<file path="config.mk">
export PLATFORM = sky130hd
export DESIGN_NAME = apb_reg_bank
export DESIGN_NICKNAME = d
export VERILOG_FILES = /design/src/rtl/apb_reg_bank.sv
export SDC_FILE = /design/constraint.sdc
export NUM_CORES = 1
export LEC_CHECK = 0
export ABC_AREA = 1
export CAP_MARGIN = 20
export CORE_AREA = 2 2 136 138
export DETAILED_ROUTE_END_ITERATION = 10
export DIE_AREA = 0 0 138 140
export GPL_TIMING_DRIVEN = 0
export PLACE_DENSITY = 0.8
export SYNTH_ARGS = -nofsm -noshare
export SYNTH_HDL_FRONTEND = slang
export SYNTH_SLANG_ARGS = --single-unit
</file>
<file path="constraint.sdc">
create_clock -name PCLK -period 13.8 [get_ports PCLK]
set_input_delay 3.45 -clock PCLK [delete_from_list [all_inputs] [get_ports PCLK]]
set_output_delay 3.45 -clock PCLK [all_outputs]
set_load 0.1 [all_outputs]
</file>
<file path="src/rtl/apb_reg_bank.sv">
`default_nettype none
// ============================================================================
//  Module      : apb_reg_bank
//  Description : APB3 register bank with RW control words, RO status words,
//                programmable wait states, PSLVERR on bad accesses and
//                per-word write pulses. Optional interrupt pending/mask
//                registers are enabled by defining APB_REG_BANK_IRQ_EN.
//  Revision    : 1.0  initial release
// ============================================================================
module apb_reg_bank #(
    parameter int ADDR_WIDTH  = 8,
    parameter int DATA_WIDTH  = 32,
    parameter int NUM_CTRL    = 4,
    parameter int NUM_STAT    = 4,
    parameter int WAIT_STATES = 0,
    parameter int NUM_IRQ     = 8
) (
    input  logic                           PCLK,
    input  logic                           PRESET,
    input  logic                           PSEL,
    input  logic                           PENABLE,
    input  logic                           PWRITE,
    input  logic [ADDR_WIDTH-1:0]          PADDR,
    input  logic [DATA_WIDTH-1:0]          PWDATA,
    output logic [DATA_WIDTH-1:0]          PRDATA,
    output logic                           PREADY,
    output logic                           PSLVERR,
    input  logic [NUM_STAT*DATA_WIDTH-1:0] ext_status,
    output logic [NUM_CTRL*DATA_WIDTH-1:0] ext_control,
    output logic [NUM_CTRL-1:0]            ctrl_wr_pulse,
    input  logic [NUM_IRQ-1:0]             irq_src,
    output logic                           irq_o
);

    localparam logic [ADDR_WIDTH-1:0] c_CTRL_END = ADDR_WIDTH'(NUM_CTRL);
    localparam logic [ADDR_WIDTH-1:0] c_MAP_END  = ADDR_WIDTH'(NUM_CTRL + NUM_STAT);
    localparam logic [3:0]            c_WAIT     = 4'(WAIT_STATES);

    logic                           w_access;
    logic                           w_ready;
    logic                           w_is_ctrl;
    logic                           w_is_stat;
    logic                           w_valid;
    logic                           w_err;
    logic                           w_commit;
    logic [3:0]                     r_cnt;
    logic [NUM_CTRL*DATA_WIDTH-1:0] r_ctrl;
    logic [NUM_CTRL-1:0]            r_pulse;
    logic [DATA_WIDTH-1:0]          w_rdata;

    assign w_access  = PSEL && PENABLE;
    assign w_ready   = w_access && (r_cnt == c_WAIT);
    assign w_is_ctrl = (PADDR < c_CTRL_END);
    assign w_is_stat = !w_is_ctrl && (PADDR < c_MAP_END);

`ifdef APB_REG_BANK_IRQ_EN
    localparam logic [ADDR_WIDTH-1:0] c_PEND_IDX = ADDR_WIDTH'(NUM_CTRL + NUM_STAT);
    localparam logic [ADDR_WIDTH-1:0] c_MASK_IDX = ADDR_WIDTH'(NUM_CTRL + NUM_STAT + 1);

    logic               w_is_pend;
    logic               w_is_mask;
    logic [NUM_IRQ-1:0] w_rise;
    logic [NUM_IRQ-1:0] w_clr;
    logic [NUM_IRQ-1:0] r_irq_prev;
    logic [NUM_IRQ-1:0] r_pend;
    logic [NUM_IRQ-1:0] r_mask;
    logic               r_irq;

    assign w_is_pend = (PADDR == c_PEND_IDX);
    assign w_is_mask = (PADDR == c_MASK_IDX);
    assign w_valid   = w_is_ctrl || w_is_stat || w_is_pend || w_is_mask;
    assign w_rise    = irq_src & ~r_irq_prev;
    assign w_clr     = (w_commit && w_is_pend) ? PWDATA[NUM_IRQ-1:0] : '0;

    // New edges are OR-ed in after the W1C clear so a coincident set wins.
    always_ff @(posedge PCLK or posedge PRESET) begin
        if (PRESET) begin
            r_irq_prev <= '0;
            r_pend     <= '0;
            r_mask     <= '0;
            r_irq      <= 1'b0;
        end else begin
            r_irq_prev <= irq_src;
            r_pend     <= (r_pend & ~w_clr) | w_rise;
            if (w_commit && w_is_mask) begin
                r_mask <= PWDATA[NUM_IRQ-1:0];
            end
            r_irq      <= |(r_pend & r_mask);
        end
    end

    assign irq_o = r_irq;
`else
    logic w_unused_irq;

    assign w_valid      = w_is_ctrl || w_is_stat;
    assign w_unused_irq = ^irq_src;
    assign irq_o        = 1'b0;
`endif

    assign w_err    = !w_valid || (PWRITE && w_is_stat);
    assign w_commit = w_ready && PWRITE && !w_err;

    // Counter restarts whenever the access phase ends, completed or abandoned.
    always_ff @(posedge PCLK or posedge PRESET) begin
        if (PRESET) begin
            r_cnt <= 4'd0;
        end else if (w_access && !w_ready) begin
            r_cnt <= r_cnt + 4'd1;
        end else begin
            r_cnt <= 4'd0;
        end
    end

    always_ff @(posedge PCLK or posedge PRESET) begin
        if (PRESET) begin
            r_ctrl  <= '0;
            r_pulse <= '0;
        end else begin
            r_pulse <= '0;
            for (int k = 0; k < NUM_CTRL; k++) begin
                if (w_commit && (PADDR == ADDR_WIDTH'(k))) begin
                    r_ctrl[k*DATA_WIDTH +: DATA_WIDTH] <= PWDATA;
                    r_pulse[k]                         <= 1'b1;
                end
            end
        end
    end

    always_comb begin
        w_rdata = '0;
        if (w_ready && !PWRITE && !w_err) begin
            for (int k = 0; k < NUM_CTRL; k++) begin
                if (PADDR == ADDR_WIDTH'(k)) begin
                    w_rdata = r_ctrl[k*DATA_WIDTH +: DATA_WIDTH];
                end
            end
            for (int k = 0; k < NUM_STAT; k++) begin
                if (PADDR == ADDR_WIDTH'(NUM_CTRL + k)) begin
                    w_rdata = ext_status[k*DATA_WIDTH +: DATA_WIDTH];
                end
            end
`ifdef APB_REG_BANK_IRQ_EN
            if (w_is_pend) begin
                w_rdata = DATA_WIDTH'(r_pend);
            end
            if (w_is_mask) begin
                w_rdata = DATA_WIDTH'(r_mask);
            end
`endif
        end
    end

    assign PRDATA        = w_rdata;
    assign PREADY        = w_ready;
    assign PSLVERR       = w_ready && w_err;
    assign ext_control   = r_ctrl;
    assign ctrl_wr_pulse = r_pulse;

endmodule
`default_nettype wire

</file>
==> results_dict.tcl, run 1 <==
set metrics [dict create \
    slew_headroom_pct 28.6 \
    cp.required_ns 10.35 \
    r2r_cells 10 \
    clockBufferDepth 2 \
    overflow 0 \
    grt_max_degree 75 \
    synth_edf_count 0 \
    cp_max_fo 10 \
    die_y_microns 140 \
    r2r_start "r_cnt[0]" \
    p_clk_share_pct 52.8 \
    grt_use_total_pct 35.4 \
    pre_cts_slack_ns 3.17 \
    synthArstFlopShare_pct 100 \
    ir_drop_uv 87.9 \
    synthesis.nets 1220 \
    dp_hpwl_mm 24.6 \
    avgSynthCellArea_sq_um 7.22 \
    p_leak_nw 5.52 \
    critPathKind "in2out" \
    synth_area_sq_mm 0.00749 \
    grt_setup_unrepaired "no" \
    clock-sinks 136 \
    cts_tree "built" \
    avgRoutedWirePerCell_microns 21.4 \
    die_w_microns 138 \
    drive_gt1_share_pct 3.84 \
    yosys.cell_types.count 27 \
    insertedDiodeCount 0 \
    htreeDepth 4 \
    syn_to_final_growth_pct 58.8 \
    die_area_sq_mm 0.0193 \
    clkSlewWorstSetupHoldPaths_ns 0.06 \
    ys_seq_elements 136 \
    synthFlopType "dfrtp_1" \
    min_from "r_cnt[0]" \
    power.internal_uw 813 \
    switching_share_pct 21.6 \
    ctsResizeCount 0 \
    dr.pass1.iters 6 \
    crit_path_start "PADDR[2]" \
    tns_ns 0 \
    critPathArrivalTime_ns 7.31 \
    hp-class "reg2reg" \
    end_kind "output port" \
    grt_pass1_wl_mm 51.9 \
    powerDensity_mw_per_mm2 87.3 \
    post_cts_buffers 0 \
    numCtsBuffers 17 \
    worst_skew_pair.late_latency_ns 0.43 \
    hold_ws_ns 0.493 \
    cts_hold_buf 0 \
    antenna_found_initial 0 \
    syn_inst 1037 \
    fin_skew_ns 0.00899 \
    status "complete, no violations" \
    vias_per_cell 5.61 \
    worst_slew_pin_slew_ns 1.07 \
    ys_warn_count 0 \
    start_kind "primary input" \
    synth_top_area_share_pct 45.4 \
    wl_mm 35.0 \
    initial_utilization_pct 42.1 \
    gp_congestion 0.914 \
    vias 9178 \
    power_frac_comb_pct 8.7 \
    rows 49 \
    drt_iter0_markers 1049 \
    drtAntennaViolNets 0 \
    synth_area_leaders "dfrtp_1 45%, nand2_1 13%, nand3_1 10%" \
    layout.nets 1578 \
    fin_crit_ns 10.76 \
    grt_pass1_vias 9043 \
    setup_slack_ns 3.04 \
    p_sw_uw 224 \
    maxCapViolations 0 \
    max_freq_mhz 92.9 \
    setup_viol_count_final 0 \
    ys_seq_area_share_pct 45.4 \
    drv_slew 0 \
    boundaryPins 348 \
    placeableCoreArea_sq_mm 0.0178 \
    min_period_over_period_pct 78.0 \
    holdPathStages 1 \
    post-route-drc-count 0 \
    hold_viol 0 \
    cts-root-buf "clkbuf_16" \
    fillers 1508 \
    io_buffers 338 \
    seqPwrFrac_pct 38.5 \
    synth_top_area_cell "dfrtp_1" \
]
## placed cells by master (no fill, tap or decap), types with 2 or more instances in the layout
master           instances
clkdlybuf4s50_1        338
nand2_1                265
nand3_1                156
dfrtp_1                136
o21ai_1                109
nor2_1                  87
inv_1                   79
clkbuf_1                58
nor3_1                  33
a21oi_1                 32
o21bai_1                28
o21ai_0                 19
clkbuf_16               17
buf_2                   10
bufinv_16                7
nand4_1                  4
nand4_4                  3
buf_1                    3
nor2_2                   2
nor4_1                   2
ha_1                     2
clkbuf_8                 2
clkinv_4                 2
clkinv_2                 2
## sequential cells by signal, indices dropped and copies added, names as in the netlist
register / cells
r_cnt: 4
ctrl_wr_pulse: 4
ext_control: 128
## power groups by stage
stage          Combinational (mW)  Clock, mW  Sequential (mW)
5_1_grt                    0.0962      0.564            0.399
4_1_cts                    0.0898      0.546            0.399
6_report                   0.0902      0.548            0.399
3_3_place_gp               0.0869          0            0.407
2_1_floorplan              0.0247          0            0.408
3_5_place_dp               0.0890          0            0.406
## stage by stage
stage | utilization (%) | instances | power (mW) | cell area [sq um]
2_1_floorplan | - | 1037 | 0.433 | 7490
3_3_place_gp | 62.8 | 1604 | 0.493 | 11200
3_5_place_dp | 62.9 | 1605 | 0.495 | 11200
4_1_cts | 66.9 | 1637 | 1.04 | 11900
5_1_grt | 66.9 | 1637 | 1.06 | 11900
6_report | 66.9 | 1637 | 1.04 | 11900
## worst paths after layout
kind	to	slack [ns]
worst max-delay path	PRDATA[24]	3.04
worst min-delay path	r_cnt[0]	0.49
worst max register to register	ext_control[66]	11.49
worst min register to register	r_cnt[0]	0.49
max in group asynchronous	ext_control[116]	9.53
min in group asynchronous	ext_control[30]	3.49
## cell usage after synthesis, drive strengths merged, types with 2 or more instances
| cell type | count |
|---|---|
| nand2 | 266 |
| nand3 | 158 |
| dfrtp | 136 |
| o21ai | 128 |
| nor2 | 90 |
| inv | 80 |
| clkbuf | 57 |
| nor3 | 33 |
| a21oi | 32 |
| o21bai | 28 |
| buf | 14 |
| nand4 | 7 |
| ha | 2 |
| nor4 | 2 |
## routing by layer
metal	part of all wire [%]	up-vias	global-route usage [%]	routed length [microns]
met5	0	-	0	0
met4	3.9	0	15.7	1380
met3	11	96	10.3	3690
met2	48	579	58.7	16700
met1	38	4387	43.1	13300
li1	-	4116	-	-
## critical path, cell delays in order
cell and delay, ns:
clkdlybuf4s50_1 0.57, inv_1 0.08, nor2_1 0.15, nand2_1 0.28, nor2_1 0.55, clkbuf_1 0.67
nand2_1 0.16, nand3_1 0.14, nand2_1 0.07, inv_1 0.05, clkdlybuf4s50_1 1.12
## layout make-up
type	instances	area (sq um)	area share, %
Buffer	71	283	2.38
Clock buffer	20	457	3.84
Clock inverter	12	245	2.06
Inverter	80	305	2.57
Multi-Input combinational cell	750	3500	29.5
Sequential cell	136	3400	28.6
Tap cell	229	287	2.41
Timing Repair Buffer	339	3410	28.7
## cells by family after synthesis
kind of cell | synth area share (%)
buffers and inverters | 7.78
flip-flops | 45.4
AO/OA/AOI/OAI | 13.8
AND/OR/NAND/NOR | 32.4
other | 0.0501
XOR/XNOR | 0.234
adder cells (fa/ha/maj) | 0.334
Note: power is estimated with default switching activity, not from simulation.
==> run 2: changes to the inputs <==
--- a/config.mk
+++ b/config.mk
@@ -7,11 +7,11 @@
 export LEC_CHECK = 0
 export ABC_AREA = 1
 export CAP_MARGIN = 20
-export CORE_AREA = 2 2 136 138
+export CORE_MARGIN = 1
+export CORE_UTILIZATION = 42
 export DETAILED_ROUTE_END_ITERATION = 10
-export DIE_AREA = 0 0 138 140
 export GPL_TIMING_DRIVEN = 0
-export PLACE_DENSITY = 0.8
+export PLACE_DENSITY = 0.79
 export SYNTH_ARGS = -nofsm -noshare
 export SYNTH_HDL_FRONTEND = slang
 export SYNTH_SLANG_ARGS = --single-unit
==> constraint.sdc (replaced) <==
create_clock -name PCLK -period 11.1 [get_ports PCLK]
set_input_delay 2.775 -clock PCLK [delete_from_list [all_inputs] [get_ports PCLK]]
set_output_delay 2.775 -clock PCLK [all_outputs]
set_load 0.1 [all_outputs]
==> results_dict.tcl, run 2 (synthesized netlist as in run 1, its figures left out) <==
set metrics [dict create \
    cts_tree "built" \
    hp-class "reg2reg" \
    grt_pass1_wl_mm 50.1 \
    final_cell_mix "338 x clkdlybuf4s50_1, 265 x nand2_1, 156 x nand3_1, 136 x dfrtp_1, 109 x o21ai_1" \
    dp_hpwl_mm 24.3 \
    die_area_sq_mm 0.0184 \
    power_frac_comb_pct 9.2 \
    tns_ns 0 \
    setup_viol_count_final 0 \
    p_clk_share_pct 50.1 \
    crit_path_top_delay_cell "clkdlybuf4s50_1" \
    wl_mm 33.6 \
    die_y_microns 136 \
    htreeDepth 4 \
    vias_per_cell 5.54 \
    cp_common_cell "nand2_1" \
    multi_input_area_sq_mm 0.00350 \
    slowest_delay_ns 1.15 \
    worst_skew_pair.late_latency_ns 0.43 \
    initial_utilization_pct 43.2 \
    dr.pass1.iters 5 \
    power.internal_uw 943 \
    cts_hold_buf 0 \
    cp.required_ns 8.33 \
    overflow 0 \
    grt_max_degree 71 \
    hold_viol 0 \
    ir_drop_uv 112 \
    max_freq_mhz 107 \
    largest_reg_flops 128 \
    clock-sinks 136 \
    ctsResizeCount 0 \
    numCtsBuffers 17 \
    fin_crit_ns 9.31 \
    seqPwrFrac_pct 40.8 \
    seq_area_sq_mm 0.00340 \
    fillers 1522 \
    cts-root-buf "clkbuf_16" \
    worst_slew_pin_slew_ns 1.09 \
    worstPathCellList "clkdlybuf4s50_1, nor2_1, nand2_1, nor2_2, clkbuf_1, nand2_1, nand3_1, o21bai_1, nand3_1, nand2_1, inv_1, clkdlybuf4s50_1" \
    grt_pass1_vias 8773 \
    end_kind "output port" \
    boundaryPins 348 \
    antenna_found_initial 0 \
    crit_family "buffers and inverters" \
    layout.nets 1578 \
    maxCapViolations 0 \
    clockBufferDepth 2 \
    vias 9037 \
    post-route-drc-count 0 \
    finalCoreUtilization_pct 68.1 \
    clkSlewWorstSetupHoldPaths_ns 0.06 \
    grt_use_total_pct 37.4 \
    p_leak_nw 5.48 \
    finalPower_mw 1.22 \
    start_kind "primary input" \
    post_cts_buffers 0 \
    syn_to_final_growth_pct 57.8 \
    drv_slew 0 \
    p_sw_uw 274 \
    status "complete, no violations" \
    placeableCoreArea_sq_mm 0.0174 \
    fin_skew_ns 0.00831 \
    gp_congestion 0.905 \
    drive_gt1_share_pct 3.70 \
    drt_iter0_markers 803 \
    io_buffers 338 \
    insertedDiodeCount 0 \
    min_period_over_period_pct 83.8 \
    critPathKind "in2out" \
    die_w_microns 136 \
    avgRoutedWirePerCell_microns 20.6 \
    critPathArrivalTime_ns 6.53 \
    slew_headroom_pct 27.1 \
    switching_share_pct 22.5 \
    cp_max_fo 10 \
    final_common_cell "clkdlybuf4s50_1" \
    grt_setup_unrepaired "no" \
    rows 48 \
    drtAntennaViolNets 0 \
    cp_num_buf_inv 4 \
    powerDensity_mw_per_mm2 103 \
]
==> run 2: cell types whose count changed in the layout (fill, tap and decap cells not counted) <==
cell and delta:
bufinv_16 -3, clkbuf_1 +1, inv_6 +1, clkinv_2 -2, clkinvlp_4 +2
==> run 2: layout make-up <==
cell class / count / area share [%]
tap: 225 / 2.38
timing repair buffer: 339 / 28.9
multi-input combinational: 750 / 29.6
inverter: 80 / 2.58
clock inverter: 10 / 1.43
buffer: 71 / 2.39
sequential: 136 / 28.8
clock buffer: 21 / 3.90
==> run 2: layer usage <==
metal / share of wire [%] / routed length [microns] / track usage (%) / vias to the layer above
li1: - / - / - / 4115
met1: 39 / 13000 / 46.5 / 4279
met2: 47 / 15800 / 59.7 / 548
met3: 10 / 3430 / 10.0 / 95
met4: 4.0 / 1340 / 18.7 / 0
met5: 0 / 0 / 0 / -
==> run 2: per-stage QoR <==
stage / hold slack [ns] / instances / area [sq um] / worst slack (ns)
2_1_floorplan: 0.454 / 1037 / 7490 / 3.07
3_3_place_gp: 0.480 / 1600 / 11200 / 1.79
3_5_place_dp: 0.496 / 1601 / 11200 / 1.81
4_1_cts: 0.505 / 1632 / 11800 / 1.80
5_1_grt: 0.541 / 1632 / 11800 / 1.55
6_report: 0.499 / 1632 / 11800 / 1.79
==> run 2: power by group through the flow <==
stage	combinational (mW)	clock [mW]	sequential (mW)
after floorplan	0.0307	0	0.507
after global placement	0.109	0	0.505
after detailed placement	0.111	0	0.505
after CTS	0.111	0.611	0.496
after global routing	0.119	0.631	0.496
final	0.112	0.610	0.496
==> run 2: worst paths after layout <==
path | slack, ns | from | depth (start not counted) | to
min in group asynchronous | 2.82 | PRESET | 2 | ext_control[69]
max | 1.79 | PADDR[3] | 12 | PRDATA[28]
max in group asynchronous | 7.48 | PRESET | 3 | ext_control[51]
min reg2reg | 0.50 | r_cnt[0] | 1 | r_cnt[0]
min | 0.50 | r_cnt[0] | 1 | r_cnt[0]
max reg2reg | 8.77 | r_cnt[0] | 10 | ext_control[64]
